### src/rtl/ttl_jk_pkg.sv
// Shared types for the J-K register writer: FSM states, J/K drive codes and a width helper.
// The optional toggle encoding is selected with the TTL_JK_TOGGLE_ENC_EN macro (see ttl_jk_encoder).
package ttl_jk_pkg;

  typedef enum logic [2:0] {
    IDLE,
    SETUP,
    FALL,
    RISE,
    CHECK,
    FINISH,
    FAIL
  } state_t;

  // {J,K} drive codes for one flip-flop
  localparam logic [1:0] HOLD = 2'b00;
  localparam logic [1:0] SET  = 2'b10;
  localparam logic [1:0] RST  = 2'b01;
  localparam logic [1:0] TGL  = 2'b11;

  // Bits needed to hold values 0..n-1, never less than one.
  function automatic int cnt_width(input int n);
    return (n <= 2) ? 1 : $clog2(n);
  endfunction

endpackage

### src/rtl/ttl_jk_encoder.sv
// Combinational per-bit J/K generation. Default build: set/reset encoding from the target.
// With TTL_JK_TOGGLE_ENC_EN defined: toggle only the masked bits whose readback differs from the target.
module ttl_jk_encoder
  import ttl_jk_pkg::*;
#(
  parameter int BLOCKS = 2
) (
  input  logic [BLOCKS-1:0] data,
  input  logic [BLOCKS-1:0] mask,
  input  logic [BLOCKS-1:0] q_fb,
  output logic [BLOCKS-1:0] j,
  output logic [BLOCKS-1:0] k
);

  for (genvar gi = 0; gi < BLOCKS; gi++) begin : g_bit
    logic [1:0] code;

    always_comb begin
      code = HOLD;
      if (mask[gi]) begin
`ifdef TTL_JK_TOGGLE_ENC_EN
        code = (q_fb[gi] != data[gi]) ? TGL : HOLD;
`else
        code = data[gi] ? SET : RST;
`endif
      end
    end

    assign j[gi] = code[1];
    assign k[gi] = code[0];
  end

`ifndef TTL_JK_TOGGLE_ENC_EN
  logic unused_q_fb;
  assign unused_q_fb = ^q_fb;
`endif

endmodule

### src/rtl/ttl_jk_writer.sv
// Writes a target value into a bank of negedge J-K flip-flops: drive J/K, pulse Jk_clk low,
// read Q back and retry on mismatch. Build option TTL_JK_TOGGLE_ENC_EN selects toggle encoding.
module ttl_jk_writer
  import ttl_jk_pkg::*;
#(
  parameter int BLOCKS       = 2,
  parameter int SETUP_CYCLES = 1,
  parameter int HOLD_CYCLES  = 1,
  parameter int MAX_RETRY    = 2
) (
  input  logic              Clk,
  input  logic              Reset_bar,
  input  logic              Req,
  input  logic [BLOCKS-1:0] Data,
  input  logic [BLOCKS-1:0] Mask,
  output logic              Ready,
  output logic              Done,
  output logic              Error,
  output logic              Error_flag,
  output logic [BLOCKS-1:0] J,
  output logic [BLOCKS-1:0] K,
  output logic              Jk_clk,
  input  logic [BLOCKS-1:0] Q_fb
);

  localparam int RW = cnt_width(MAX_RETRY + 1);
  localparam int STRETCH_MAX = (SETUP_CYCLES > HOLD_CYCLES) ? SETUP_CYCLES : HOLD_CYCLES;
  localparam int SW = cnt_width(STRETCH_MAX);

  state_t            state_reg, state_next;
  logic [SW-1:0]     stretch_reg, stretch_next;
  logic [RW-1:0]     retry_reg, retry_next;
  logic [BLOCKS-1:0] data_reg, mask_reg;
  logic [BLOCKS-1:0] j_reg, j_next, k_reg, k_next;
  logic              ready_reg, ready_next, done_reg, done_next, error_reg, error_next;
  logic              flag_reg, flag_next, jk_clk_reg, jk_clk_next;
  logic              accept, load_jk, drive_phase;
  logic [BLOCKS-1:0] enc_data, enc_mask, enc_j, enc_k;

  assign accept = Req && ready_reg;

  // On the accept edge the latched copies are not yet valid, so encode straight from the inputs.
  assign enc_data = accept ? Data : data_reg;
  assign enc_mask = accept ? Mask : mask_reg;

  ttl_jk_encoder #(.BLOCKS(BLOCKS)) u_encoder (
    .data (enc_data),
    .mask (enc_mask),
    .q_fb (Q_fb),
    .j    (enc_j),
    .k    (enc_k)
  );

  always_ff @(posedge Clk or negedge Reset_bar) begin
    if (!Reset_bar) begin
      state_reg   <= IDLE;
      stretch_reg <= '0;
      retry_reg   <= '0;
      data_reg    <= '0;
      mask_reg    <= '0;
      j_reg       <= '0;
      k_reg       <= '0;
      ready_reg   <= 1'b1;
      done_reg    <= 1'b0;
      error_reg   <= 1'b0;
      flag_reg    <= 1'b0;
      jk_clk_reg  <= 1'b1;
    end else begin
      state_reg   <= state_next;
      stretch_reg <= stretch_next;
      retry_reg   <= retry_next;
      if (accept) begin
        data_reg <= Data;
        mask_reg <= Mask;
      end
      j_reg      <= j_next;
      k_reg      <= k_next;
      ready_reg  <= ready_next;
      done_reg   <= done_next;
      error_reg  <= error_next;
      flag_reg   <= flag_next;
      jk_clk_reg <= jk_clk_next;
    end
  end

  always_comb begin
    state_next   = state_reg;
    stretch_next = '0;
    retry_next   = retry_reg;
    case (state_reg)
      IDLE, FINISH, FAIL: begin
        state_next = IDLE;
        if (accept) begin
          state_next = (Mask == '0) ? FINISH : SETUP;
          retry_next = '0;
        end
      end
      SETUP: begin
        if (stretch_reg == SW'(SETUP_CYCLES - 1)) state_next = FALL;
        else stretch_next = stretch_reg + SW'(1);
      end
      FALL: begin
        if (stretch_reg == SW'(HOLD_CYCLES - 1)) state_next = RISE;
        else stretch_next = stretch_reg + SW'(1);
      end
      RISE: state_next = CHECK;
      CHECK: begin
        if ((Q_fb & mask_reg) == (data_reg & mask_reg)) begin
          state_next = FINISH;
        end else if (retry_reg < RW'(MAX_RETRY)) begin
          retry_next = retry_reg + RW'(1);
          state_next = SETUP;
        end else begin
          state_next = FAIL;
        end
      end
      default: state_next = IDLE;
    endcase
  end

  // Outputs are a registered function of the next state; J/K are captured once per SETUP entry.
  always_comb begin
    load_jk     = (state_next == SETUP) && (state_reg != SETUP);
    drive_phase = (state_next == SETUP) || (state_next == FALL) || (state_next == RISE);
    ready_next  = (state_next == IDLE) || (state_next == FINISH) || (state_next == FAIL);
    done_next   = (state_next == FINISH);
    error_next  = (state_next == FAIL);
    jk_clk_next = (state_next != FALL);
    flag_next   = flag_reg;
    if (accept) flag_next = 1'b0;
    if (state_next == FAIL) flag_next = 1'b1;
    j_next = '0;
    k_next = '0;
    if (load_jk) begin
      j_next = enc_j;
      k_next = enc_k;
    end else if (drive_phase) begin
      j_next = j_reg;
      k_next = k_reg;
    end
  end

  assign Ready      = ready_reg;
  assign Done       = done_reg;
  assign Error      = error_reg;
  assign Error_flag = flag_reg;
  assign J          = j_reg;
  assign K          = k_reg;
  assign Jk_clk     = jk_clk_reg;

endmodule

### config.mk
export PLATFORM = sky130hd
export DESIGN_NAME = ttl_jk_writer
export DESIGN_NICKNAME = d
export VERILOG_FILES = /design/src/rtl/ttl_jk_pkg.sv /design/src/rtl/ttl_jk_encoder.sv /design/src/rtl/ttl_jk_writer.sv
export SDC_FILE = /design/constraint.sdc
export NUM_CORES = 1
export LEC_CHECK = 0
export ABC_AREA = 1
export BUFFER_PORTS_ARGS = -buffer_cell sky130_fd_sc_hd__buf_2
export CAP_MARGIN = 0
export CELL_PAD_IN_SITES_DETAIL_PLACEMENT = 1
export CELL_PAD_IN_SITES_GLOBAL_PLACEMENT = 2
export CORE_ASPECT_RATIO = 0.6
export CORE_MARGIN = 2
export CORE_UTILIZATION = 32
export DETAILED_ROUTE_END_ITERATION = 12
export PLACE_DENSITY_LB_ADDON = 0.1
export SLEW_MARGIN = 10
export SYNTH_ARGS = -nofsm -noshare
export SYNTH_HDL_FRONTEND = slang
export SYNTH_HIERARCHICAL = 1
export SYNTH_SLANG_ARGS = --single-unit
### constraint.sdc
create_clock -name Clk -period 2.6 [get_ports Clk]
set_input_delay 0.52 -clock Clk [delete_from_list [all_inputs] [get_ports Clk]]
set_output_delay 0.52 -clock Clk [all_outputs]
set_load 0.01 [all_outputs]
* After elaboration in Yosys (flattened, before gate mapping) *
Cells that the tools add are included.

word-level totals
  output and inout port bits = 9
  input bits = 9
  word-level logic and storage cells = 73
  register bits after elaboration = 19

cells by class
  reduce and logical (&&, ||, !) cells = 14
  bitwise gates (word level) = 2
  muxes and demuxes = 24
  $lt $le $gt $ge = 1
  equal/unequal tests = 18
  add/subtract/negate cells = 2

operators by type and width
  operator               count
  $mux W2                12
  $mux W3                6
  $eq A3 B3 Y1 const B   5
  $pmux W3 S5            1
  $eq A3 B2 Y1 const B   4
  $ne A2 B2 Y1 const B   4
  $eq A3 B1 Y1 const B   2
  $logic_not A3 Y1       2
  $and A2 B2 Y2          2
  $logic_or A1 B1 Y1     4
  $mux W1                4
  $pmux W2 S2            1
  $reduce_and A4 Y1      1
  $reduce_bool A2 Y1     2
  $ne A3 B1 Y1 const B   1
  $ne A3 B2 Y1 const B   1
  $reduce_or A3 Y1       1
  $add A2 B1 Y2 const B  1
  $eq A2 B2 Y1           1
  $logic_and A1 B1 Y1    2
  $logic_not A2 Y1       1
  $lt A2 B2 Y1 const B   1
  $reduce_or A2 Y1       1
  $add A1 B1 Y1 const B  1

* Depth between registers and ports, before layout *
  depth after elaboration = 9
  mapped depth = 10
  gate-level depth less buffers = 10

* Modules after synthesis *
The synthesis kept the hierarchy.

modules (own cells, without submodules)
  module          seq. area each (µm²)  cells each  area an instance (µm²)  instances
  ttl_jk_writer   452.9                 104         867.1                   1
  ttl_jk_encoder  0.0                   8           35.0                    1

* Least setup slack after synthesis *
No wires, ideal clock.

  path kind = reg-to-reg
  from = register ready_reg, in the netlist Ready
  to = register j_reg[0], in the netlist J[0]
  buffers on the path = 0
  arrival = 1235 ps
  cell stages (with the launch flop) = 8
  slack = 1247 ps
  setup time = 117 ps
  period minus slack after synthesis = 1353 ps
  path through = dfstp_2 -> nand2_1 -> nor2_2 -> nand2_2 -> nor2_2 -> nor2_4 -> nand3_1 -> nand2_1

between the ends
  cells in the longest elaborated chain, start to end = 7

RTL lines
  element                                              line                                        text
  from (decl)                                          ttl_jk_writer.sv:35                         logic ready_reg, ready_next, done_reg, done_next, error_reg, error_next;
  from (signal assigned)                               ttl_jk_writer.sv:78                         ready_reg <= ready_next;
  $logic_and A1 B1 Y1 (*)                              ttl_jk_writer.sv:40                         assign accept = Req && ready_reg;
  $mux W3                                              ttl_jk_writer.sv:93                         if (accept) begin
  $pmux W3 S5                                          ttl_jk_writer.sv:90                         case (state_reg)
  $eq A3 B1 Y1 / $eq A3 B2 Y1 (equally long branches)  ttl_jk_writer.sv:123, ttl_jk_writer.sv:124
  $logic_or A1 B1 Y1 (2 in series)                     ttl_jk_writer.sv:124                        drive_phase = (state_next == SETUP) || (state_next == FALL) || (state_next == RISE);
  $ne A2 B2 Y1 (no source line)                        --
  to (signal assigned)                                 ttl_jk_writer.sv:76                         j_reg <= j_next;
  to (decl)                                            ttl_jk_writer.sv:34                         logic [BLOCKS-1:0] j_reg, j_next, k_reg, k_next;

Mark *: on every way between the ends. The rest lies on a longest branch, timed or not.
A chain may end at the register's enable or synchronous reset.

* Final worst setup path *
  from = register ready_reg, in the netlist Ready
  to = register k_reg[0], in the netlist K[0]

RTL lines
  element                line                  text
  $logic_and A1 B1 Y1    ttl_jk_writer.sv:40
  $mux W2                --
  named net enc_mask[0]  ttl_jk_writer.sv:38   logic [BLOCKS-1:0] enc_data, enc_mask, enc_j, enc_k;
  $mux W2                ttl_jk_encoder.sv:20  if (mask[gi]) begin
  named net enc_k[0]     ttl_jk_writer.sv:38
  $mux W2                ttl_jk_writer.sv:134  if (load_jk) begin
  to (signal assigned)   ttl_jk_writer.sv:77   k_reg <= k_next;
  to (decl)              ttl_jk_writer.sv:34

The timed path passes the listed nets, and every way through them passes these cells.

==> impl_results.md <==
* Status: complete, no violations
* Cell Area, Synth at 902 µm²
* CTS Hold Buffers Added at 0
* Initial antenna violation count at 0
* WL/cell at 13.1 µm
* Peak supply drop at around 0.00032 V
* Final ANT Viol Nets at 0
* Crit Path Category: register to register
* Final setup fails at 0
* FILL cells at ~330
* Setup crit end kind: register
* CTS tree: yes
* DRC Markers at 0
* Die area at 0.00327 mm²
* Post-CTS Resized at 0
* DRT Pass-1 Iters at 4
* H-tree levels at 1
* Gr busiest metal: met2
* Post CTS Setup Buffer Count at 0
* Finished Layout Cells at roughly 170
* First-pass GRT wire length at between 3000 and 4000 µm
* Most common cell after layout, fill and taps aside: nand2_1
* GR Util met2 at 0.233
* Syn-to-layout area delta at 18.9%
* Initial DRC Count at 36
* Largest net degree at the start of global routing at 19
* Max-slew violations at 0
* Post-route cell area at between 0.001 and 0.0015 mm²
* DP HPWL at approximately 1800 µm
* Slew headroom at 0.724
* Rows at 14
* Sink Count at 18
* Placed cell area at 0.00103 mm²
* Met3 usage at 0.0536
* Post-synthesis sequential area ratio at 0.502
* Worst Setup Start Kind: register
* Hold Crit Class: input pin to async pin
* Tmin final at 1.52 ns
* Die X at between 70 and 80 µm
* Syn nets at 121
* Post-synth cell types at 18
* Yosys reg bits at 18
* Vias in the first global route at ~760
* Hold Violations, Final at 0
* GRT Residual Overflow at 0
* Worst Path Arrival at 1.72 ns
* Average size of a mapped cell at 8.05 µm²
* Vias post-DR at 763
* Met1 GRT Util at 0.199
* Insertion delay to the later sink of the worst-skew pair at 0.26 ns
* Max FFs per register at 3
* Max cap viols at 0
* Yosys warnings at 6
* Final net count at ~140
* Setup TNS at 0 ns
* P_leak at roughly 0.62 nW
* Wirelength, routed at around 2200 µm
* Placed Cells at ~160
* CTS max path bufs at 2
* Share of layout cells above drive strength 1 at 0.308
* Tcrit/Tclk final at 0.586
* Routed vias/inst at around 4.6
* Crit path required time at between 2 and 3 ns
* Core area at ~0.0026 mm²
* P per Cell Area at 1180 mW/mm²
* TritonCTS Buffers at 3
* Fmax at roughly 660 MHz
* Crit-path max FO at 8
* Number of I/O pins at 18
* Cell count after synthesis at 112
* Diode count at 0
* Root Driver: clkbuf_8
* Unrepaired setup endpoints after global routing: no
* I/O Buffers at 17
* Starting Density at 0.348
* Clock transition at the registers of the reported paths at 0.07 ns
* Most frequent cells in the layout: nand2_1, buf_2, dfrtp_1, inv_1, nand3_1
* Actual slew at the worst max-slew pin at 0.410 ns
* Layout Skew at ~0.0011 ns
* Placer Congestion at 0.760
* Die height at around 45 µm
* Total track usage at 0.151
==> where the power goes <==
group	total (mW)	switching [mW]	internal (mW)
clock network	0.204	0.0951	0.109
registers	0.466	0.0736	0.393
logic	0.600	0.397	0.203
total	1.27	0.566	0.705
==> kinds of logic (layout without fill, tap and decap cells) <==
family | count (synthesis) | after routing | synth area share
DFF | 18 | 18 | 0.502
AOI/OAI and AO/OA | 8 | 8 | 0.0721
buffers and inverters | 18 | 39 | 0.0749
and+or+nand+nor | 68 | 68 | 0.351
==> path summary, 6_finish.rpt <==
path                       cells after the start             start               endpoint  slack (ns)
max                                            6   Ready$_DFF_PN1_       K[0]$_DFFE_PN0P_        1.08
min                                            1         Reset_bar  mask_reg[0]$_DFF_PN0_        0.19
max reg2reg                                    6   Ready$_DFF_PN1_       K[0]$_DFFE_PN0P_        1.08
min reg2reg                                    2  K[0]$_DFFE_PN0P_       K[0]$_DFFE_PN0P_        0.49
max in group asynchronous                      1         Reset_bar        Ready$_DFF_PN1_        2.09
min in group Clk                               2  K[0]$_DFFE_PN0P_       K[0]$_DFFE_PN0P_        0.49
==> metrics by stage <==
step	setup slack (ns)	util	hold slack [ns]	power [mW]
floorplan	1.25	-	0.224	0.901
global placement	1.02	0.396	0.460	1.06
detailed placement	0.941	0.396	0.473	1.08
CTS	1.05	0.414	0.198	1.29
global route	0.938	0.414	0.212	1.39
finish	1.08	0.414	0.190	1.27
==> final cells by class <==
type	count	area [µm²]	area share
sequential	18	453	0.422
inverter	18	67.6	0.0630
timing repair buffer	17	85.1	0.0793
tap	32	40.0	0.0373
multi-input combinational	76	382	0.356
clock buffer	4	45.0	0.0420
==> synth_stat cells <==
library cell,count,share of area
a21boi_2,1,0.012
a21oi_4,1,0.018
dfrtp_1,16,0.44
dfstp_2,2,0.058
inv_1,16,0.067
inv_2,2,0.0083
nand2_1,43,0.18
nand2_2,5,0.035
nand3_1,9,0.050
nand3_2,2,0.022
nand4_1,1,0.0069
nor2_1,1,0.0042
nor2_2,5,0.035
nor2_4,1,0.012
o211ai_2,1,0.014
o21ai_0,4,0.022
o21ai_1,1,0.0055
or2_2,1,0.0069
==> worst max-delay path, cell delays in order, from the launching register on <==
cell     delay, ns
dfstp_2       0.53
nand2_1       0.16
o21ai_0       0.40
inv_1         0.11
nor2_2        0.12
nand3_1       0.09
nand2_1       0.07
==> layer usage <==
metal  routed length (µm)  vias up  share of wire
met5                    0        -              0
met4                   21        0         0.0097
met3                  103        4          0.048
met2                  886       17           0.41
met1                 1150      355           0.53
li1                     -      387              -
No activity file was read; power rests on OpenSTA's default activity.
